## src/rtl/mp_add_pkg.sv

```systemverilog
// Shared definitions for the multi-precision add sequencer.
// Holds default sizing, the FSM state encoding and a constant clog2 helper.
// No logic lives here.
package mp_add_pkg;

  localparam int WORD_W_DEF = 16;
  localparam int NWORDS_DEF = 4;

  localparam logic [1:0] ST_IDLE = 2'd0;
  localparam logic [1:0] ST_RUN  = 2'd1;
  localparam logic [1:0] ST_FIN  = 2'd2;

  typedef enum logic [1:0] {
    IDLE = ST_IDLE,
    RUN  = ST_RUN,
    FIN  = ST_FIN
  } state_t;

  // Ceiling log2, used to size the word counter; at least 1 bit.
  function automatic int clog2(input int n);
    int r;
    r = 0;
    while ((1 << r) < n) r++;
    if (r < 1) r = 1;
    return r;
  endfunction

endpackage

```

## src/rtl/mp_add_seq_slice.sv

```systemverilog
// Purpose: combinational WORD_W-bit ripple-carry adder built from full-adder cells.
// Latency: zero cycles, purely combinational.
// Backpressure: none; the sequencer decides when the result is used.
module add_word_slice
  import mp_add_pkg::*;
#(
  parameter int WORD_W = WORD_W_DEF
) (
  input  logic [WORD_W-1:0] x,
  input  logic [WORD_W-1:0] y,
  input  logic              cin,
  output logic [WORD_W-1:0] s,
  output logic              co
);

  // Chain of full-adder cells, LSB first; the carry is a local so the chain stays acyclic.
  always_comb begin
    logic w_c;
    w_c = cin;
    s   = '0;
    for (int i = 0; i < WORD_W; i++) begin
      s[i] = x[i] ^ y[i] ^ w_c;
      w_c  = (x[i] & y[i]) | (w_c & (x[i] ^ y[i]));
    end
    co = w_c;
  end

endmodule

```

## src/rtl/mp_add_seq.sv

```systemverilog
// Purpose: NWORDS*WORD_W-bit add (optional subtract via MP_ADD_SEQ_SUB_EN) through one word slice.
// Latency: start at edge T, done in the cycle after edge T+NWORDS; one op per NWORDS+2 cycles.
// Backpressure: start is ignored (not queued) while busy; operands are captured on acceptance.
module mp_add_seq
  import mp_add_pkg::*;
#(
  parameter int WORD_W = WORD_W_DEF,
  parameter int NWORDS = NWORDS_DEF
) (
  input  logic                     clk,
  input  logic                     rst,
  input  logic                     start,
`ifdef MP_ADD_SEQ_SUB_EN
  input  logic                     sub,
`endif
  input  logic [NWORDS*WORD_W-1:0] a,
  input  logic [NWORDS*WORD_W-1:0] b,
  output logic                     busy,
  output logic                     done,
  output logic [NWORDS*WORD_W-1:0] sum,
  output logic                     cout
);

  localparam int              KW     = clog2(NWORDS);
  localparam logic [KW-1:0]   K_LAST = KW'(NWORDS - 1);

  state_t                     r_state;
  state_t                     w_state_nxt;
  logic [NWORDS*WORD_W-1:0]   r_a;
  logic [NWORDS*WORD_W-1:0]   r_b;
  logic [NWORDS*WORD_W-1:0]   r_sum;
  logic                       r_carry;
  logic                       r_cout;
  logic [KW-1:0]              r_k;

  logic                       w_accept;
  logic                       w_last;
  logic                       w_invert;
  logic                       w_cin_init;
  logic [WORD_W-1:0]          w_x;
  logic [WORD_W-1:0]          w_y;
  logic [WORD_W-1:0]          w_s;
  logic                       w_co;

`ifdef MP_ADD_SEQ_SUB_EN
  logic                       r_sub;

  // Subtract mode flag is captured alongside the operands.
  always_ff @(posedge clk) begin
    if (rst)           r_sub <= 1'b0;
    else if (w_accept) r_sub <= sub;
  end

  assign w_invert   = r_sub;
  assign w_cin_init = sub;
`else
  assign w_invert   = 1'b0;
  assign w_cin_init = 1'b0;
`endif

  assign w_last = (r_k == K_LAST);
  assign w_x    = r_a[int'(r_k)*WORD_W +: WORD_W];
  assign w_y    = r_b[int'(r_k)*WORD_W +: WORD_W] ^ {WORD_W{w_invert}};
  assign sum    = r_sum;
  assign cout   = r_cout;

  add_word_slice #(.WORD_W(WORD_W)) u_slice (
    .x   (w_x),
    .y   (w_y),
    .cin (r_carry),
    .s   (w_s),
    .co  (w_co)
  );

  // State register.
  always_ff @(posedge clk) begin
    if (rst) r_state <= IDLE;
    else     r_state <= w_state_nxt;
  end

  // Next-state and status outputs decoded from the current state.
  always_comb begin
    w_state_nxt = r_state;
    busy        = 1'b0;
    done        = 1'b0;
    w_accept    = 1'b0;
    case (r_state)
      IDLE: begin
        if (start) begin
          w_accept    = 1'b1;
          w_state_nxt = RUN;
        end
      end
      RUN: begin
        busy = 1'b1;
        if (w_last) w_state_nxt = FIN;
      end
      FIN: begin
        busy        = 1'b1;
        done        = 1'b1;
        w_state_nxt = IDLE;
      end
      default: w_state_nxt = IDLE;
    endcase
  end

  // Operand capture and word-serial accumulation with the carry chained through r_carry.
  always_ff @(posedge clk) begin
    if (rst) begin
      r_a     <= '0;
      r_b     <= '0;
      r_sum   <= '0;
      r_carry <= 1'b0;
      r_cout  <= 1'b0;
      r_k     <= '0;
    end else if (w_accept) begin
      r_a     <= a;
      r_b     <= b;
      r_sum   <= '0;
      r_carry <= w_cin_init;
      r_cout  <= 1'b0;
      r_k     <= '0;
    end else if (r_state == RUN) begin
      r_sum[int'(r_k)*WORD_W +: WORD_W] <= w_s;
      r_carry <= w_co;
      if (w_last) begin
        r_cout <= w_co;
        r_k    <= '0;
      end else begin
        r_k    <= r_k + KW'(1);
      end
    end
  end

endmodule
```

## config.mk

```make
export PLATFORM = sky130hd
export DESIGN_NAME = mp_add_seq
export DESIGN_NICKNAME = d
export VERILOG_FILES = /design/src/rtl/mp_add_pkg.sv /design/src/rtl/mp_add_seq_slice.sv /design/src/rtl/mp_add_seq.sv
export SDC_FILE = /design/constraint.sdc
export NUM_CORES = 1
export LEC_CHECK = 0
export ABC_AREA = 1
export CAP_MARGIN = 0
export CORE_MARGIN = 4
export CORE_UTILIZATION = 35
export DETAILED_ROUTE_END_ITERATION = 10
export HOLD_SLACK_MARGIN = 0.12
export PLACE_DENSITY_LB_ADDON = 0.12
export SLEW_MARGIN = 40
export SYNTH_ARGS = -nofsm -noshare
export SYNTH_HDL_FRONTEND = slang
export SYNTH_HIERARCHICAL = 1
export SYNTH_SLANG_ARGS = --single-unit
```

## constraint.sdc

```tcl
create_clock -name clk -period 9.2 [get_ports clk]
set_input_delay 1.84 -clock clk [delete_from_list [all_inputs] [get_ports clk]]
set_output_delay 1.84 -clock clk [all_outputs]
set_load 0.05 [all_outputs]
```

== After elaboration in Yosys (flattened, before gate mapping) ==
Cells that the tools add are included.

* Bits in registers: 198
* Bits of input ports: 131
* Output and inout port bits: 67
* Logic and storage cells: 112

* $add $sub $neg: 2
* Equality and inequality tests: 5
* Shift-type cells: 4
* Mux-type cells: 9
* Bitwise logic cells: 80
* Reduce and logical (&&, ||, !) cells: 5

{| class="wikitable"
|+ Operators by type and width
! cell !! number
|-
| variable part select 64 x 7 -> 16 bit || 2
|-
| bitwise mux 64 bit || 1
|-
| variable shift 16 x 33 -> 64 bit, first input constant || 1
|-
| variable part select 16 x 33 -> 64 bit || 1
|-
| negator 6 -> 33 bit || 1
|-
| bitwise AND 1 bit || 32
|-
| bitwise XOR 1 bit || 32
|-
| OR 1 bit || 16
|-
| two-way mux 2 bit || 3
|-
| equality test 2 bit, second input constant || 2
|-
| two-way mux 1 bit || 4
|-
| inequality test 2 bit, second input constant || 2
|-
| case mux 2 bit (2 select lines) || 1
|-
| AND reduction 2 bit || 2
|-
| OR reduction 2 bit || 2
|-
| adder 2 x 1 -> 2 bit, second input constant || 1
|-
| equality test 2 x 1 -> 1 bit, second input constant || 1
|-
| zero test 2 bit || 1
|}

== Longest topological paths before layout ==
* Depth after elaboration: 35
* Gate-level depth with buffers: 28
* Depth with buffers taken out: 27

== Modules after synthesis ==
Netlist, hierarchy kept.

{| class="wikitable"
|+ Modules (own cells, without submodules)
! module !! instances !! cells each !! area an instance (um2) !! sequential area each (um2)
|-
| mp_add_seq || 1 || 1186 || 8320.5 || 3963.8
|-
| add_word_slice || 1 || 26 || 357.8 || 0.0
|}

== Worst setup path before layout ==
Ideal clock, no wire load.

* Kind: register -> register
* Start: register r_k[0]
* End: register r_sum[63], in the netlist sum[63]
* Setup time: 70 ps
* Data arrival time: 7464 ps
* Required time: 9130 ps
* Path slack: 1666 ps
* Cell stages (with the launch flop): 29
* Buffers on the path: 1
* Period minus slack after synthesis: 7534 ps
* Cells stage by stage: dfxtp_1 inv_2 clkbuf_1 o21ai_0 o22ai_1 fa_1 inv_1 fa_1 inv_1 fa_1 fa_1 fa_1 fa_1 fa_1 fa_1 fa_1 fa_1 fa_1 fa_1 fa_1 fa_1 fa_1 inv_1 fa_1 inv_1 nand2_1 nor2_1 nand2_1 a21oi_1

* Cells in the longest elaborated chain, start to end: 35
* Elaborated cells on any way between the ends: 83
* Those cells by class: add/sub (1); shift (4); mux (1); bitwise (77)

{| class="wikitable"
|+ RTL lines
! item !! line !! text
|-
| start: declaration || mp_add_seq.sv:34 || <nowiki>logic [KW-1:0] r_k;</nowiki>
|-
| start signal: assignment || mp_add_seq.sv:130 || <nowiki>r_k <= r_k + KW'(1);</nowiki>
|-
| variable part select 64 x 7 -> 16 bit * || mp_add_seq.sv:63 || <nowiki>assign w_y = r_b[int'(r_k)*WORD_W +: WORD_W] ^ {WORD_W{w_invert}};</nowiki>
|-
| via w_y[0] || mp_add_seq.sv:41 || <nowiki>logic [WORD_W-1:0] w_y;</nowiki>
|-
| bitwise XOR 1 bit || mp_add_seq_slice.sv:23 || <nowiki>w_c = (x[i] & y[i]) | (w_c & (x[i] ^ y[i]));</nowiki>
|-
| bitwise AND 1 bit || mp_add_seq_slice.sv:23 ||
|-
| OR 1 bit * || mp_add_seq_slice.sv:23 ||
|-
| bitwise AND 1 bit * || mp_add_seq_slice.sv:23 ||
|-
| OR 1 bit * || mp_add_seq_slice.sv:23 ||
|-
| bitwise AND 1 bit * || mp_add_seq_slice.sv:23 ||
|-
| (+21 left out) || -- ||
|-
| bitwise AND 1 bit * || mp_add_seq_slice.sv:23 ||
|-
| OR 1 bit * || mp_add_seq_slice.sv:23 ||
|-
| bitwise AND 1 bit * || mp_add_seq_slice.sv:23 ||
|-
| OR 1 bit * || mp_add_seq_slice.sv:23 ||
|-
| bitwise XOR 1 bit * || mp_add_seq_slice.sv:22 || <nowiki>s[i] = x[i] ^ y[i] ^ w_c;</nowiki>
|-
| via w_s[15] || mp_add_seq.sv:42 || <nowiki>logic [WORD_W-1:0] w_s;</nowiki>
|-
| variable part select 16 x 33 -> 64 bit * || mp_add_seq.sv:124 || <nowiki>r_sum[int'(r_k)*WORD_W +: WORD_W] <= w_s;</nowiki>
|-
| bitwise mux 64 bit * || mp_add_seq.sv:124 ||
|-
| end signal: indexed assignment || mp_add_seq.sv:124 ||
|-
| end: declaration || mp_add_seq.sv:31 || <nowiki>logic [NWORDS*WORD_W-1:0] r_sum;</nowiki>
|}

The timed path passes the listed nets; every way through them passes the cells marked *.
A chain may end at the register's enable or synchronous reset.

== Worst setup path after layout ==
* Start: register r_k[1]
* End: register r_sum[63], in the netlist sum[63]

* Cells in the longest elaborated chain, start to end: 35
* Elaborated cells on any way between the ends: 83
* Those cells by class: add/sub (1); shift (4); mux (1); bitwise (77)

{| class="wikitable"
|+ RTL lines
! item !! line !! text
|-
| variable part select 64 x 7 -> 16 bit * || mp_add_seq.sv:62 || <nowiki>assign w_x = r_a[int'(r_k)*WORD_W +: WORD_W];</nowiki>
|-
| via w_x[0] || mp_add_seq.sv:40 || <nowiki>logic [WORD_W-1:0] w_x;</nowiki>
|-
| bitwise XOR 1 bit || mp_add_seq_slice.sv:23 ||
|-
| bitwise AND 1 bit || mp_add_seq_slice.sv:23 ||
|-
| OR 1 bit * || mp_add_seq_slice.sv:23 ||
|-
| bitwise AND 1 bit * || mp_add_seq_slice.sv:23 ||
|-
| OR 1 bit * || mp_add_seq_slice.sv:23 ||
|-
| bitwise AND 1 bit * || mp_add_seq_slice.sv:23 ||
|-
| (+21 left out) || -- ||
|-
| bitwise AND 1 bit * || mp_add_seq_slice.sv:23 ||
|-
| OR 1 bit * || mp_add_seq_slice.sv:23 ||
|-
| bitwise AND 1 bit * || mp_add_seq_slice.sv:23 ||
|-
| OR 1 bit * || mp_add_seq_slice.sv:23 ||
|-
| bitwise XOR 1 bit * || mp_add_seq_slice.sv:22 ||
|-
| via w_s[15] || mp_add_seq.sv:42 ||
|-
| variable part select 16 x 33 -> 64 bit * || mp_add_seq.sv:124 ||
|-
| bitwise mux 64 bit * || mp_add_seq.sv:124 ||
|}

Marks and branches as above.

==> summary.md <==
| Metric | Value |
|---|---|
| Outcome | `finished clean` |
| Hold Startpoint | `sum[24]` |
| FILL cells | `2,545` |
| Post-synth top area share | `45.7%` |
| Post-synth net total | `1,369` |
| Worst-path maximum fanout | `17` |
| #FFs+latches synth | `198` |
| DR iter-0 viols | `517` |
| Max-cap violation count | `0` |
| Pre-antenna DRT Iters | `5` |
| Worst path max stage delay | `0.67 ns` |
| Commonest cells post-synth | `nor2_1, dfxtp_1, o21ai_0, nand2_1, a21oi_1` |
| # placed instances | `1,662` |
| FP Rows | `57` |
| Ys Warns | `6` |
| Synthesized area | `0.00868 mm2` |
| Startpoint type of the worst setup path | `flop` |
| Crit share post-route | `90.6%` |
| GPL Wtd Cong | `0.851` |
| Count leader, synth | `nor2_1` |
| RSZ-0062 raised after global routing | `no` |
| Worst vdd ir | `0.111 mV` |
| Root Driver | `clkbuf_16` |
| Finish-stage setup viols | `0` |
| Primary FF master, synth | `dfxtp_1` |
| CTS resizes | `0` |
| Crit Path Category | `flop to flop` |
| Share of cells above drive strength 1 | `4.53%` |
| Peak Freq | `120 MHz` |
| Final min period | `8.34 ns` |
| Die Ht | `165 um` |
| CTS tree | `built` |
| Cell count after synthesis | `1,212` |
| Die Wd | `165 um` |
| Lkg Pwr | `4.55 nW` |
| Top cells by area, synth | `dfxtp_1, nor2_1, o21ai_0, nand2_1, a21oi_1` |
| Setup crit end kind | `flop` |
| Wirelength per Cell | `15.8 um` |
| Routed wire length | `26.8 mm` |
| Final core occ | `46.5%` |
| Sequential share of power | `44.4%` |
| Most frequent CP cell | `fa_1` |
| Reg-to-Reg Start | `r_k[1]` |
| Switching share of power | `32.4%` |
| Initial antenna violation count | `0` |
| Worst min-delay path class | `flop to flop` |
| Setup repair bufs after CTS | `0` |
| Slew Limit Headroom | `51.2%` |
| Fin. max-slew vios | `0` |
| Grt ovf | `0` |
| Post-synth EDFFs | `0` |
| Core area | `0.0244 mm2` |
| Pwr Density | `192 mW/mm2` |
| Worst clock skew | `0.00968 ns` |
| Clk sinks | `198` |
| Vias in the first global route | `7,662` |
| H-tree depth | `4` |
| Total CTS buffers | `17` |
| Syn-to-layout area delta | `30.6%` |
| # DRC | `0` |
| CTS Hold Bufs | `0` |
| Die area | `0.0274 mm2` |
| Clk_lat worst skew | `0.43 ns` |
| Boundary Pins | `198` |
| Post-synthesis sequential area ratio | `45.7%` |
| Library cells used by synthesis | `22` |
| Gr usage total | `19.3%` |
| DP HPWL | `20.0 mm` |
| Synth area leader | `dfxtp_1` |
| Antenna Violating Nets Remaining | `0` |
| CP required | `9.56 ns` |
| Largest net degree at the start of global routing | `129` |
| Mean post-synth cell area | `7.16 um2` |
| Register clock-pin slew on the reported worst setup and hold paths | `0.08 ns` |
| Worst-Margin Slew | `0.732 ns` |
| Crit path arrival time | `8.70 ns` |
| Crit path max-delay cell type | `dfxtp_1` |
| Async S/R FF share, synth | `0%` |
| Clock network power share | `33.0%` |
| IO Port Bufs | `197` |
| Diodes inserted | `0` |
| Setup crit start | `r_k[1]` |
| Starting Density | `35.6%` |
| Pint | `0.00147 W` |
| Via density | `4.78` |
| Total net switching power | `0.000706 W` |
| Final cell count without fillers | `1,694` |
| Sum Neg Setup Slack | `0 ns` |
| CTS Buffer Depth | `2` |
| Final hold violation count | `0` |
| Vias after detailed routing | `8,090` |
| Hold Slack | `0.465 ns` |
| Combinational fraction of design power | `22.6%` |
| Final Net Count | `1,514` |
| Global-route wire length before repair | `41.2 mm` |
==> path summary, 6_finish.rpt <==
kind / end / depth (start not counted) / slack [ns]
max: sum[63] / 28 / 0.86
min: sum[24] / 2 / 0.46
max reg2reg: sum[63] / 28 / 0.86
min reg2reg: sum[24] / 2 / 0.46
==> flip-flops by register name, summed over array words and instances, names as in the netlist <==
signal,cells
r_a,64
r_b,64
sum,64
r_k,2
r_state,2
cout,1
r_carry,1
==> worst max-delay path, delay by kind of cell (launching register included) <==
family	cells	cell delay (ns)
fa+ha+maj	16	6.04
flops	1	0.67
simple gates	3	0.29
buf+inv	6	0.93
compound gates	3	0.34
==> power by group through the flow <==
stage / Combinational (W) / Sequential, W / Clock [W]
after global placement: 0.000490 / 0.000987 / 0
after CTS: 0.000496 / 0.000968 / 0.000729
after detailed placement: 0.000495 / 0.000988 / 0
after floorplan: 0.000299 / 0.000985 / 0
final: 0.000492 / 0.000967 / 0.000717
after global routing: 0.000549 / 0.000974 / 0.000762
==> per-layer routing <==
| layer | vias up | share of wire, % | track usage (%) | routed length, um |
|---|---|---|---|---|
| li1 | 4149 | - | - | - |
| met1 | 3706 | 45 | 25.8 | 12100 |
| met2 | 218 | 48 | 33.1 | 13000 |
| met3 | 17 | 5.6 | 3.50 | 1490 |
| met4 | 0 | 0.79 | 3.56 | 213 |
| met5 | - | 0 | 0 | 0 |
==> area by class of cell <==
cell class	instances	area (um2)	area share, %
multi-input cells	862	4080	36.0
flip-flops and latches	198	3970	35.0
repair buffers	207	2050	18.1
clock buffers	18	439	3.88
well taps	324	405	3.58
inverters	71	272	2.40
clock inverters	14	119	1.05
==> metrics by stage <==
step | power, W | setup WS, ns | cell area, um2
after detailed placement | 0.00148 | 0.850 | 10800
after floorplan | 0.00128 | 1.67 | 8680
after CTS | 0.00219 | 0.879 | 11300
after global placement | 0.00148 | 1.07 | 10800
after global routing | 0.00229 | 0.367 | 11300
final | 0.00218 | 0.865 | 11300
==> placed cells by master, fill, tap and decap left out <==
cell type	n
nor2_4	5
clkbuf_8	1
clkinvlp_4	1
o21ai_1	5
inv_8	2
buf_6	2
nand2_2	2
buf_4	8
nor2_1	348
clkinv_4	5
inv_4	2
o22ai_1	32
fa_1	16
o21ai_0	187
ha_1	10
dfxtp_1	197
nor2_2	4
inv_1	67
nand2_4	4
nand3_1	1
inv_2	2
a21oi_1	70
dfxtp_2	1
clkbuf_16	17
inv_6	4
clkinv_2	2
nand2_1	178
clkdlybuf4s50_1	197
==> cells by family after synthesis <==
group,Yosys count,synth area share (%)
AO/OA/AOI/OAI,294,17.4
flip-flops,198,45.7
buffers and inverters,152,7.45
AND/OR/NAND/NOR,542,24.3
adder cells (fa/ha/maj),26,5.13
Note: power is estimated with default switching activity, not from simulation.
